--- src/rtl/sys_bus_pkg.sv ---
`default_nettype none
// ============================================================================
// Package     : sys_bus_pkg
// Description : Shared types and constants for the system bus arbiter:
//               FSM state encoding, default bus widths, master indices.
// Revision    : 1.0 - initial release
// ============================================================================
package sys_bus_pkg;

   // One transaction walks IDLE -> ISSUE -> WAIT -> RESP -> IDLE
   typedef enum logic [1:0] {
      ST_IDLE  = 2'd0,
      ST_ISSUE = 2'd1,
      ST_WAIT  = 2'd2,
      ST_RESP  = 2'd3
   } arb_state_t;

   localparam int ADDR_W_DEF = 32;
   localparam int DATA_W_DEF = 32;

   // Requester slots on the arbiter
   localparam int MST_IFETCH = 0;
   localparam int MST_DATA   = 1;
   localparam int MST_DMA    = 2;

endpackage
`default_nettype wire

--- src/rtl/rr_priority_picker.sv ---
`default_nettype none
// ============================================================================
// Module      : rr_priority_picker
// Description : Combinational round-robin picker. Searches the request
//               vector starting one slot above rr_ptr (wrapping modulo
//               NUM_MASTERS) and reports the first requester found.
// Revision    : 1.0 - initial release
// ============================================================================
module rr_priority_picker
   import sys_bus_pkg::*;
#(
   parameter int NUM_MASTERS = 3,
   parameter int IDX_W       = 2
)(
   input  logic [NUM_MASTERS-1:0] req,
   input  logic [IDX_W-1:0]       rr_ptr,
   output logic                   valid,
   output logic [IDX_W-1:0]       winner
);

   // Scan from farthest to nearest offset so the nearest requester after rr_ptr wins
   always_comb begin
      int cand;
      cand   = 0;
      valid  = 1'b0;
      winner = '0;
      for (int off = NUM_MASTERS; off >= 1; off--) begin
         cand = (int'(rr_ptr) + off) % NUM_MASTERS;
         if (req[cand]) begin
            valid  = 1'b1;
            winner = IDX_W'(cand);
         end
      end
   end

endmodule
`default_nettype wire

--- src/rtl/system_bus_arbiter.sv ---
`default_nettype none
// ============================================================================
// Module      : system_bus_arbiter
// Description : Round-robin arbiter sharing the single-port system bus among
//               NUM_MASTERS requesters. One read or write per grant, with a
//               one-cycle done pulse and shared read data.
//               Optional WAIT-state timeout enabled by SYS_BUS_ARB_TIMEOUT_EN.
// Revision    : 1.0 - initial release
// ============================================================================
module system_bus_arbiter
   import sys_bus_pkg::*;
#(
   parameter int NUM_MASTERS = MST_DMA + 1,
   parameter int ADDR_W      = ADDR_W_DEF,
   parameter int DATA_W      = DATA_W_DEF,
   parameter int TIMEOUT     = 16
)(
   input  logic                          clk,
   input  logic                          reset,
   input  logic [NUM_MASTERS-1:0]        m_req,
   input  logic [NUM_MASTERS-1:0]        m_we,
   input  logic [NUM_MASTERS*ADDR_W-1:0] m_addr,
   input  logic [NUM_MASTERS*DATA_W-1:0] m_wdata,
   output logic [NUM_MASTERS-1:0]        m_gnt,
   output logic [NUM_MASTERS-1:0]        m_done,
   output logic [NUM_MASTERS-1:0]        m_err,
   output logic [DATA_W-1:0]             m_rdata,
   output logic [ADDR_W-1:0]             bus_addr,
   output logic [DATA_W-1:0]             bus_wdata,
   output logic                          bus_read_enable,
   output logic                          bus_write_enable,
   input  logic [DATA_W-1:0]             bus_rdata,
   input  logic                          bus_ready
);

   localparam int IDX_W = (NUM_MASTERS > 1) ? $clog2(NUM_MASTERS) : 1;

   if (NUM_MASTERS < 2 || NUM_MASTERS > 8 || TIMEOUT < 1) begin : g_bad_params
      $error("system_bus_arbiter: parameter out of range");
   end

   arb_state_t       state;
   arb_state_t       state_nxt;
   logic [IDX_W-1:0] rr_ptr;
   logic [IDX_W-1:0] owner;
   logic             owner_we;
   logic             pick_valid;
   logic [IDX_W-1:0] pick_idx;
   logic             wait_done;
   logic             wait_err;

   rr_priority_picker #(
      .NUM_MASTERS (NUM_MASTERS),
      .IDX_W       (IDX_W)
   ) u_picker (
      .req    (m_req),
      .rr_ptr (rr_ptr),
      .valid  (pick_valid),
      .winner (pick_idx)
   );

`ifdef SYS_BUS_ARB_TIMEOUT_EN
   localparam int CNT_W = $clog2(TIMEOUT + 1);

   logic [CNT_W-1:0] wait_cnt;

   // Count WAIT cycles; cleared while in ISSUE so each WAIT entry starts at zero
   always_ff @(posedge clk or posedge reset) begin
      if (reset)
         wait_cnt <= '0;
      else if (state == ST_ISSUE)
         wait_cnt <= '0;
      else if (state == ST_WAIT)
         wait_cnt <= wait_cnt + 1'b1;
   end

   // Give up after TIMEOUT WAIT cycles without a ready from the bus
   assign wait_err = (state == ST_WAIT) && !bus_ready &&
                     (wait_cnt == CNT_W'(TIMEOUT - 1));

   // Error pulse rides alongside the done pulse for the timed-out owner
   always_ff @(posedge clk or posedge reset) begin
      if (reset)
         m_err <= '0;
      else if (wait_done)
         m_err <= wait_err ? (NUM_MASTERS'(1) << owner) : '0;
      else if (state == ST_RESP)
         m_err <= '0;
   end
`else
   assign wait_err = 1'b0;
   assign m_err    = '0;
`endif

   assign wait_done = (state == ST_WAIT) && (bus_ready || wait_err);

   // State register; asynchronous reset abandons any transaction in flight
   always_ff @(posedge clk or posedge reset) begin
      if (reset)
         state <= ST_IDLE;
      else
         state <= state_nxt;
   end

   // Next-state logic
   always_comb begin
      state_nxt = state;
      case (state)
         ST_IDLE:  if (pick_valid) state_nxt = ST_ISSUE;
         ST_ISSUE: state_nxt = ST_WAIT;
         ST_WAIT:  if (wait_done) state_nxt = ST_RESP;
         ST_RESP:  state_nxt = ST_IDLE;
         default:  state_nxt = ST_IDLE;
      endcase
   end

   // Bus strobes: exactly the single ISSUE cycle, direction from the latched owner
   always_comb begin
      bus_read_enable  = 1'b0;
      bus_write_enable = 1'b0;
      if (state == ST_ISSUE) begin
         bus_read_enable  = !owner_we;
         bus_write_enable = owner_we;
      end
   end

   // Latch the winner's request on grant, capture the response, clear on RESP exit
   always_ff @(posedge clk or posedge reset) begin
      if (reset) begin
         rr_ptr    <= IDX_W'(NUM_MASTERS - 1);
         owner     <= '0;
         owner_we  <= 1'b0;
         bus_addr  <= '0;
         bus_wdata <= '0;
         m_gnt     <= '0;
         m_done    <= '0;
         m_rdata   <= '0;
      end else begin
         case (state)
            ST_IDLE: begin
               if (pick_valid) begin
                  owner     <= pick_idx;
                  owner_we  <= m_we[pick_idx];
                  bus_addr  <= m_addr[int'(pick_idx)*ADDR_W +: ADDR_W];
                  bus_wdata <= m_wdata[int'(pick_idx)*DATA_W +: DATA_W];
                  rr_ptr    <= pick_idx;
                  m_gnt     <= NUM_MASTERS'(1) << pick_idx;
               end
            end
            ST_WAIT: begin
               if (wait_done) begin
                  m_rdata <= (owner_we || wait_err) ? '0 : bus_rdata;
                  m_done  <= NUM_MASTERS'(1) << owner;
               end
            end
            ST_RESP: begin
               m_done <= '0;
               m_gnt  <= '0;
            end
            default: ;
         endcase
      end
   end

endmodule
`default_nettype wire
--- config.mk ---
export PLATFORM = sky130hd
export DESIGN_NAME = system_bus_arbiter
export DESIGN_NICKNAME = d
export VERILOG_FILES = /design/src/rtl/sys_bus_pkg.sv /design/src/rtl/rr_priority_picker.sv /design/src/rtl/system_bus_arbiter.sv
export SDC_FILE = /design/constraint.sdc
export NUM_CORES = 1
export LEC_CHECK = 0
export CORE_ASPECT_RATIO = 0.8
export CORE_MARGIN = 8
export CORE_UTILIZATION = 35
export CTS_CLUSTER_SIZE = 40
export DETAILED_ROUTE_END_ITERATION = 7
export GPL_TIMING_DRIVEN = 0
export PLACE_DENSITY = 0.77
export SLEW_MARGIN = 20
export SYNTH_ARGS = -nofsm -noshare
export SYNTH_HDL_FRONTEND = slang
export SYNTH_HIERARCHICAL = 1
export SYNTH_SLANG_ARGS = --single-unit
--- constraint.sdc ---
create_clock -name clk -period 3.5 [get_ports clk]
set_input_delay 0.7 -clock clk [delete_from_list [all_inputs] [get_ports clk]]
set_output_delay 0.7 -clock clk [all_outputs]
set_load 0.05 [all_outputs]
==> results of run 1 <==
## stage by stage
step	setup slack, ps	cell area, um^2	hold slack, ps
3_3_place_gp	323.1	9633	460.1
4_1_cts	490.2	9972	484.8
6_report	518.4	9975	478.3
3_5_place_dp	293.2	9693	468.6
5_1_grt	276.2	9975	497.8
2_1_floorplan	1070	5995	457.7
## flip-flops by register name, summed over array words and instances, names as in the netlist
name	count
m_done	3
rr_ptr	2
m_gnt	3
owner	1
m_rdata	32
bus_wdata	32
bus_addr	32
owner_we	1
state	2
## cell families after synthesis
group	count (synthesis)	share of synthesized area (%)
flops	108	45.19
simple gates	227	16.02
other cells	1	0.06268
buf+inv	61	5.939
compound gates	137	17.00
mux	70	13.70
fa+ha+maj	10	2.091
## layer usage
| layer | up-vias | track usage (%) | share of wire [%] |
|---|---|---|---|
| met5 | - | 0 | 0 |
| met3 | 20 | 7.812 | 9.1 |
| met4 | 0 | 3.850 | 1.3 |
| met1 | 2775 | 25.40 | 41 |
| li1 | 2842 | - | - |
| met2 | 233 | 36.33 | 48 |
## area by class of cell
cell class	instances	area (um^2)	area share, %
clock buffer	11	242.7	2.434
antenna	1	2.502	0.02509
inverter	9	37.54	0.3763
multi-input combinational	447	2932	29.39
clock inverter	5	36.28	0.3638
tap	220	275.3	2.760
buffer	52	321.6	3.224
sequential	108	2704	27.11
timing repair buffer	339	3423	34.32
## worst max path at each step
stage               cells past startpoint           end  slack [ps]
finish                                 12  bus_addr[10]         520
global route                           12  bus_addr[10]         280
CTS                                    12  bus_addr[10]         490
detailed placement                     10  bus_addr[10]         290
global placement                       10  bus_addr[10]         320
floorplan                              12  bus_addr[10]        1070
## cell usage in the layout, fill, tap and decap left out, drive strengths merged, types with 2 or more instances in the layout
cell type      instances
a221oi                50
a21oi                 35
o21ai                 38
clkbuf                27
ha                    10
clkdlybuf4s50        336
conb                   3
a21boi                 2
o41ai                  3
inv                    9
mux2i                  5
nand2b                35
and2                   2
o22ai                  4
nand2                 69
nor2b                  4
mux2                  65
clkinvlp               4
buf                   39
dfrtp                107
nor2                 116
## worst register-to-register path, cell delays in order (launching register included)
cell and delay, ps:
dfrtp_1 480, inv_1 100, ha_1 300, buf_6 120
nand2b_1 120, a21boi_1 170, o22ai_1 100, o22ai_1 490
inv_2 100, buf_2 240, buf_2 240, a221oi_1 310
nor2_1 80
## power by group through the flow
stage                     logic [mW]  registers, mW  clock network, mW
after global routing            7.14           2.31               1.05
after global placement          6.66           2.23                  0
final                           6.68           2.23              0.974
after floorplan                 2.47           4.19                  0
after CTS                       6.75           2.24               1.01
after detailed placement        6.73           2.25                  0
==> results.md, run 1 <==
- Final setup viols: 0
- GPL Wtd Cong: approximately 0.83
- Routed wire length: ~23,000 um
- Peak supply drop: approximately 530 uV
- Post-CTS Setup Repair Bufs: 0
- Syn Inst Count: around 610
- Yosys cell types: 35
- R2r startpoint: rr_ptr[0]
- CTS buffer count: 9
- Ratio of cells with drive above 1 in the final layout: a little under an eighth
- Top_reg_cell synth: dfrtp_1
- CP Data Required Time: around 3700 ps
- Vias per cell: 4.924
- Non-filler cells, final: ~1,200
- Reg power frac: around 23%
- Yosys reg bits: 108
- Hold path cells: 2
- Max incr delay on CP: a little under 500 ps
- Gate power share: around two thirds
- Crit path buffers/inverters: 5
- Clock network power share: approximately a tenth
- Width of the die: around 160 um
- Fin. max-slew vios: 0
- Status: completed
- Hold-fix buffers, CTS: 0
- Hold Violations, Final: 0
- First-pass GRT wire length: about 36,000 um
- Hold path startpoint: m_rdata[30]
- Post-route clock period utilization: 85.19%
- Endpoint class of the critical path: flop
- Routed len/inst: around 20 um
- CTS root buf: clkbuf_16
- Final Core Density: 59.88%
- Int Power: between 4 and 5 mW
- Post-route ant nets: 0
- Lkg Pwr: about 4 nW
- CP Cell Sequence: inv_1, ha_1, buf_6, nand2b_1, a21boi_1, o22ai_1, o22ai_1, inv_2, buf_2, buf_2, a221oi_1, nor2_1
- Aggregate global routing overflow: 0
- R2r endpoint: bus_addr[10]
- Layout area overhead: 66.71%
- Clock Path Buffers: 2
- Cell class contributing the biggest share of worst-path delay: compound AO/OA/AOI/OAI gates
- FF-to-FF setup slack: around 520 ps
- Fin Setup TNS: 0 ps
- Area fraction of the dominant cell type after synthesis: about 45%
- CP max-delay cell: o22ai_1
- TritonRoute pass-1 iters: 4
- Most common library cells after synthesis: nor2_1 (116), dfrtp_1 (107), nand2_1 (69)
- PD cells: just under 1000 mW/mm^2
- Sequential fraction of the synthesis area: 45.19%
- Crit path from: rr_ptr[0]
- Hold Path End: m_rdata[30]
- Synth area leader: dfrtp_1
- Fill cell count: 1,454
- Switch Pwr: 5.085 mW
- Hpwl dp: about 19,000 um
- Vias in the first global route: a little over 6,000
- Synth Area per Inst: 9.745 um^2
- Slew HR: slightly below 60%
- Power Total: approximately 10 mW
- Synthesized area: about 0.006 mm^2
- Least-Margin Pin Slew: ~630 ps
- Resized cells post-CTS: 0
- Initial core utilization: 35.92%
- Worst R2R Path Depth: 12
- Die H: about 130 um
- Vias: 5,870
- CP Launch Type: flop
- Worst skew pair latency: 350 ps
- Clk slew on worst S/H paths: roughly 70 ps
- Nets: 1,209
- Asr flop ratio synth: between 90% and 100%
- Ranking of synthesized cells by area: dfrtp_1 (45%), nor2_1 (7.3%), mux2_2 (6.0%)
- DR DRC count: 0
- Critical path class: flop to flop
- Clk sinks: between 100 and 150
- Worst Skew: between 9 and 10 ps
- Initial antenna violation count: 1
- Buffers on Ports: around 340
- Cell with the most instances after synthesis: nor2_1
- Achievable Freq: between 0.3 and 0.4 GHz
- H-tree depth: 3
- Pin count of the biggest net entering global routing: 33
- Post-layout min period: about 3000 ps
- # rows: between 40 and 50
- CTS tree: built
- Die ar.: between 0.02 and 0.025 mm^2
- Placed cells: ~1,200
- Unrepaired setup endpoints after global routing: false
- Sw frac: 51.41%
- Core ar.: around 0.017 mm^2
- Initial DRC count: around 350
- GR Util All Layers: roughly a fifth
- Synth warn: 6
- Min-delay worst type: flop to flop
- Max-cap check violation count: 0
- I/O pin cnt: 340
- Arrival time worst endpoint: between 3000 and 4000 ps
- Critical path peak fanout: 10
- Post-synth EDFFs: 0
No activity file was read; power rests on OpenSTA's default activity.
==> inputs of run 2 (changes only) <==
--- a/config.mk
+++ b/config.mk
@@ -6,12 +6,14 @@
 export NUM_CORES = 1
 export LEC_CHECK = 0
 export CORE_ASPECT_RATIO = 0.8
-export CORE_MARGIN = 8
+export CORE_MARGIN = 2
 export CORE_UTILIZATION = 35
 export CTS_CLUSTER_SIZE = 40
 export DETAILED_ROUTE_END_ITERATION = 7
 export GPL_TIMING_DRIVEN = 0
+export HOLD_SLACK_MARGIN = 0.02
 export PLACE_DENSITY = 0.77
+export RECOVER_POWER = 25
 export SLEW_MARGIN = 20
 export SYNTH_ARGS = -nofsm -noshare
 export SYNTH_HDL_FRONTEND = slang
==> run 2 against run 1 <==
The flow now finishes with violations (max-capacitance violations, max-slew violations); power up 0.97%; register-to-register slack worse by 50 ps; sequential share of layout area about the same; setup slack got worse by 53 ps; final area hardly changed; first-iteration DRC count is 18% lower; clock power rose by 13%; routed wire length is 7.1% lower; via count rose by 0.61%; die area fell by 16%; cell count shrank 0.25%; largest cell class unchanged; highest routed layer unchanged.
==> results.md, run 2 (synthesis gave the netlist of run 1 again) <==
- Status: finished with violations
- Failing checks: max-capacitance violations, max-slew violations
- Int Power: 4.938 mW (+2.7%)
- Core ar.: 0.01666 mm^2 (unchanged)
- Least-Margin Pin Slew: 1501 ps (+869.4 ps)
- Met3 GRT Util: 6.842% (-0.97 points)
- Buffers on Ports: 336 (unchanged)
- Pin count of the biggest net entering global routing: 33 (unchanged)
- CTS buffer count: 9 (unchanged)
- Reg power frac: 22.3% (-0.3 points)
- CTS tree: built
- Clk sinks: 108 (unchanged)
- Initial antenna violation count: 0 (-1)
- Critical path peak fanout: 10 (unchanged)
- I/O pin cnt: 340 (unchanged)
- Post-route clock period utilization: 86.71% (+1.5 points)
- Max-cap check violation count: 1 (+1)
- Fin Setup TNS: 0 ps (unchanged)
- Gate power share: 66.7% (-0.9 points)
- Layout area overhead: 66.81% (about the same)
- CP Launch Type: flop
- Hpwl dp: 17,240 um (-9.8%)
- Slew HR: -0.04041% (-58 points)
- GPL Wtd Cong: 0.8047 (-3.0%)
- Critical path class: flop to flop
- Unrepaired setup endpoints after global routing: false
- First-pass GRT wire length: 32,980 um (-8.4%)
- Fin. max-slew vios: 23 (+23)
- Final setup viols: 0 (unchanged)
- PD cells: 1001 mW/mm^2 (+0.91%)
- TritonRoute pass-1 iters: 5 (+1)
- Worst skew pair latency: 340 ps (about the same)
- Initial DRC count: 285 (-18%)
- Die ar.: 0.01816 mm^2 (-16%)
- Post-CTS Setup Repair Bufs: 0 (unchanged)
- Endpoint class of the critical path: flop
- Resized cells post-CTS: 0 (unchanged)
- Placed cells: 1,175 (unchanged)
- Non-filler cells, final: 1,189 (-0.25%)
- Sw frac: 50.56% (-0.85 points)
- Worst Skew: 6.310 ps (-3.369 ps)
- H-tree depth: 3 (unchanged)
- N_diodes: 0 (-1)
- Hold Violations, Final: 0 (unchanged)
- Most frequent cells in the layout: clkdlybuf4s50_1 (335), nor2_1 (116), dfrtp_1 (107)
- Initial core utilization: 35.92% (unchanged)
- # rows: 42 (unchanged)
- Hold-fix buffers, CTS: 0 (unchanged)
- Clk slew on worst S/H paths: 70 ps (about the same)
- Post-route ant nets: 0 (unchanged)
- Nets: 1,209 (unchanged)
- Clock network power share: 11.0% (+1.1 points)
- WHS: 481.4 ps (+3.009 ps)
- Lkg Pwr: 4.097 nW (+0.35%)
- Arrival time worst endpoint: 3260 ps (+60 ps)
- CTS root buf: clkbuf_16
- Vias in the first global route: 6,068 (-2.6%)
- Grt met2 use: 41.38% (+5.0 points)
- Clock Path Buffers: 2 (unchanged)
- Vias: 5,906 (+0.61%)
- Routed wire length: 21,830 um (-7.1%)
- GR Util All Layers: 23.70% (+2.4 points)
- Biggest regs: bus_addr: 32 flops, bus_wdata: 32 flops, m_rdata: 32 flops
- DR DRC count: 0 (unchanged)
- Commonest non-fill, non-tap cell in the layout: clkdlybuf4s50_1
- Min-delay worst type: flop to flop
- Vias per cell: 4.967 (+0.87%)
- Die H: 120.9 um (-9.0%)
- Met1 Track Usage GR: 28.64% (+3.2 points)
- Aggregate global routing overflow: 0 (unchanged)
- Post-layout min period: 3035 ps (+53.31 ps)
- Switch Pwr: 5.050 mW (-0.70%)
- Achievable Freq: 0.3295 GHz (-1.8%)
- Routed len/inst: 18.36 um (-6.8%)
- Peak supply drop: 449.8 uV (-14%)
- Grt peak-use layer: met2
- Ratio of cells with drive above 1 in the final layout: 11.56% (-0.29 points)
- Width of the die: 150.2 um (-7.4%)
- CP Data Required Time: 3720 ps (about the same)
## run 2: power groups by stage
stage	Clock (mW)	Combinational, mW	Sequential (mW)
final	1.10	6.66	2.23
after global routing	1.18	7.11	2.31
after CTS	1.13	6.71	2.23
after detailed placement	0	6.69	2.25
after global placement	0	6.61	2.22
after floorplan	0	2.47	4.19
## run 2: area by class of cell
class,instances,area [um^2]
plain buffers,52,321.6
multi-input cells,447,2932
flip-flops and latches,108,2704
fillers,1443,6678
clock buffers,10,239.0
clock inverters,4,75.07
inverters,9,35.03
well taps,220,275.3
repair buffers,339,3400
## run 2: worst paths after layout
path	start	to	slack, ps	cells past startpoint
worst min-delay path	m_rdata[21]	m_rdata[21]	480	2
worst min register to register	m_rdata[21]	m_rdata[21]	480	2
min in group asynchronous	reset	m_rdata[29]	970	2
max in group asynchronous	reset	rr_ptr[0]	570	3
worst max register to register	rr_ptr[0]	bus_addr[9]	470	12
worst max-delay path	rr_ptr[0]	bus_addr[9]	470	12
## run 2: metal layers
| metal | share of wire [%] | up-vias |
|---|---|---|
| li1 | - | 2830 |
| met1 | 41 | 2807 |
| met2 | 50 | 242 |
| met3 | 7.5 | 27 |
| met4 | 2.0 | 0 |
| met5 | 0 | - |
## run 2: worst max-delay path: stages, from the launching register on
cell	delay [ps]
dfrtp_1	490
inv_1	110
ha_1	300
buf_6	130
nand2b_1	120
a21boi_1	160
o22ai_1	100
o22ai_1	550
inv_2	70
buf_2	230
buf_2	240
a221oi_1	320
nor2_1	90
## run 2: stage by stage
step	power, mW	setup slack [ps]	cell area [um^2]	utilization (%)
3_3_place_gp	8.832	261.3	9633	57.83
3_5_place_dp	8.935	278.0	9693	58.19
2_1_floorplan	6.661	1070	5995	-
4_1_cts	10.07	473.4	10010	60.07
6_report	9.988	465.1	9981	59.91
5_1_grt	10.60	141.2	9981	59.91
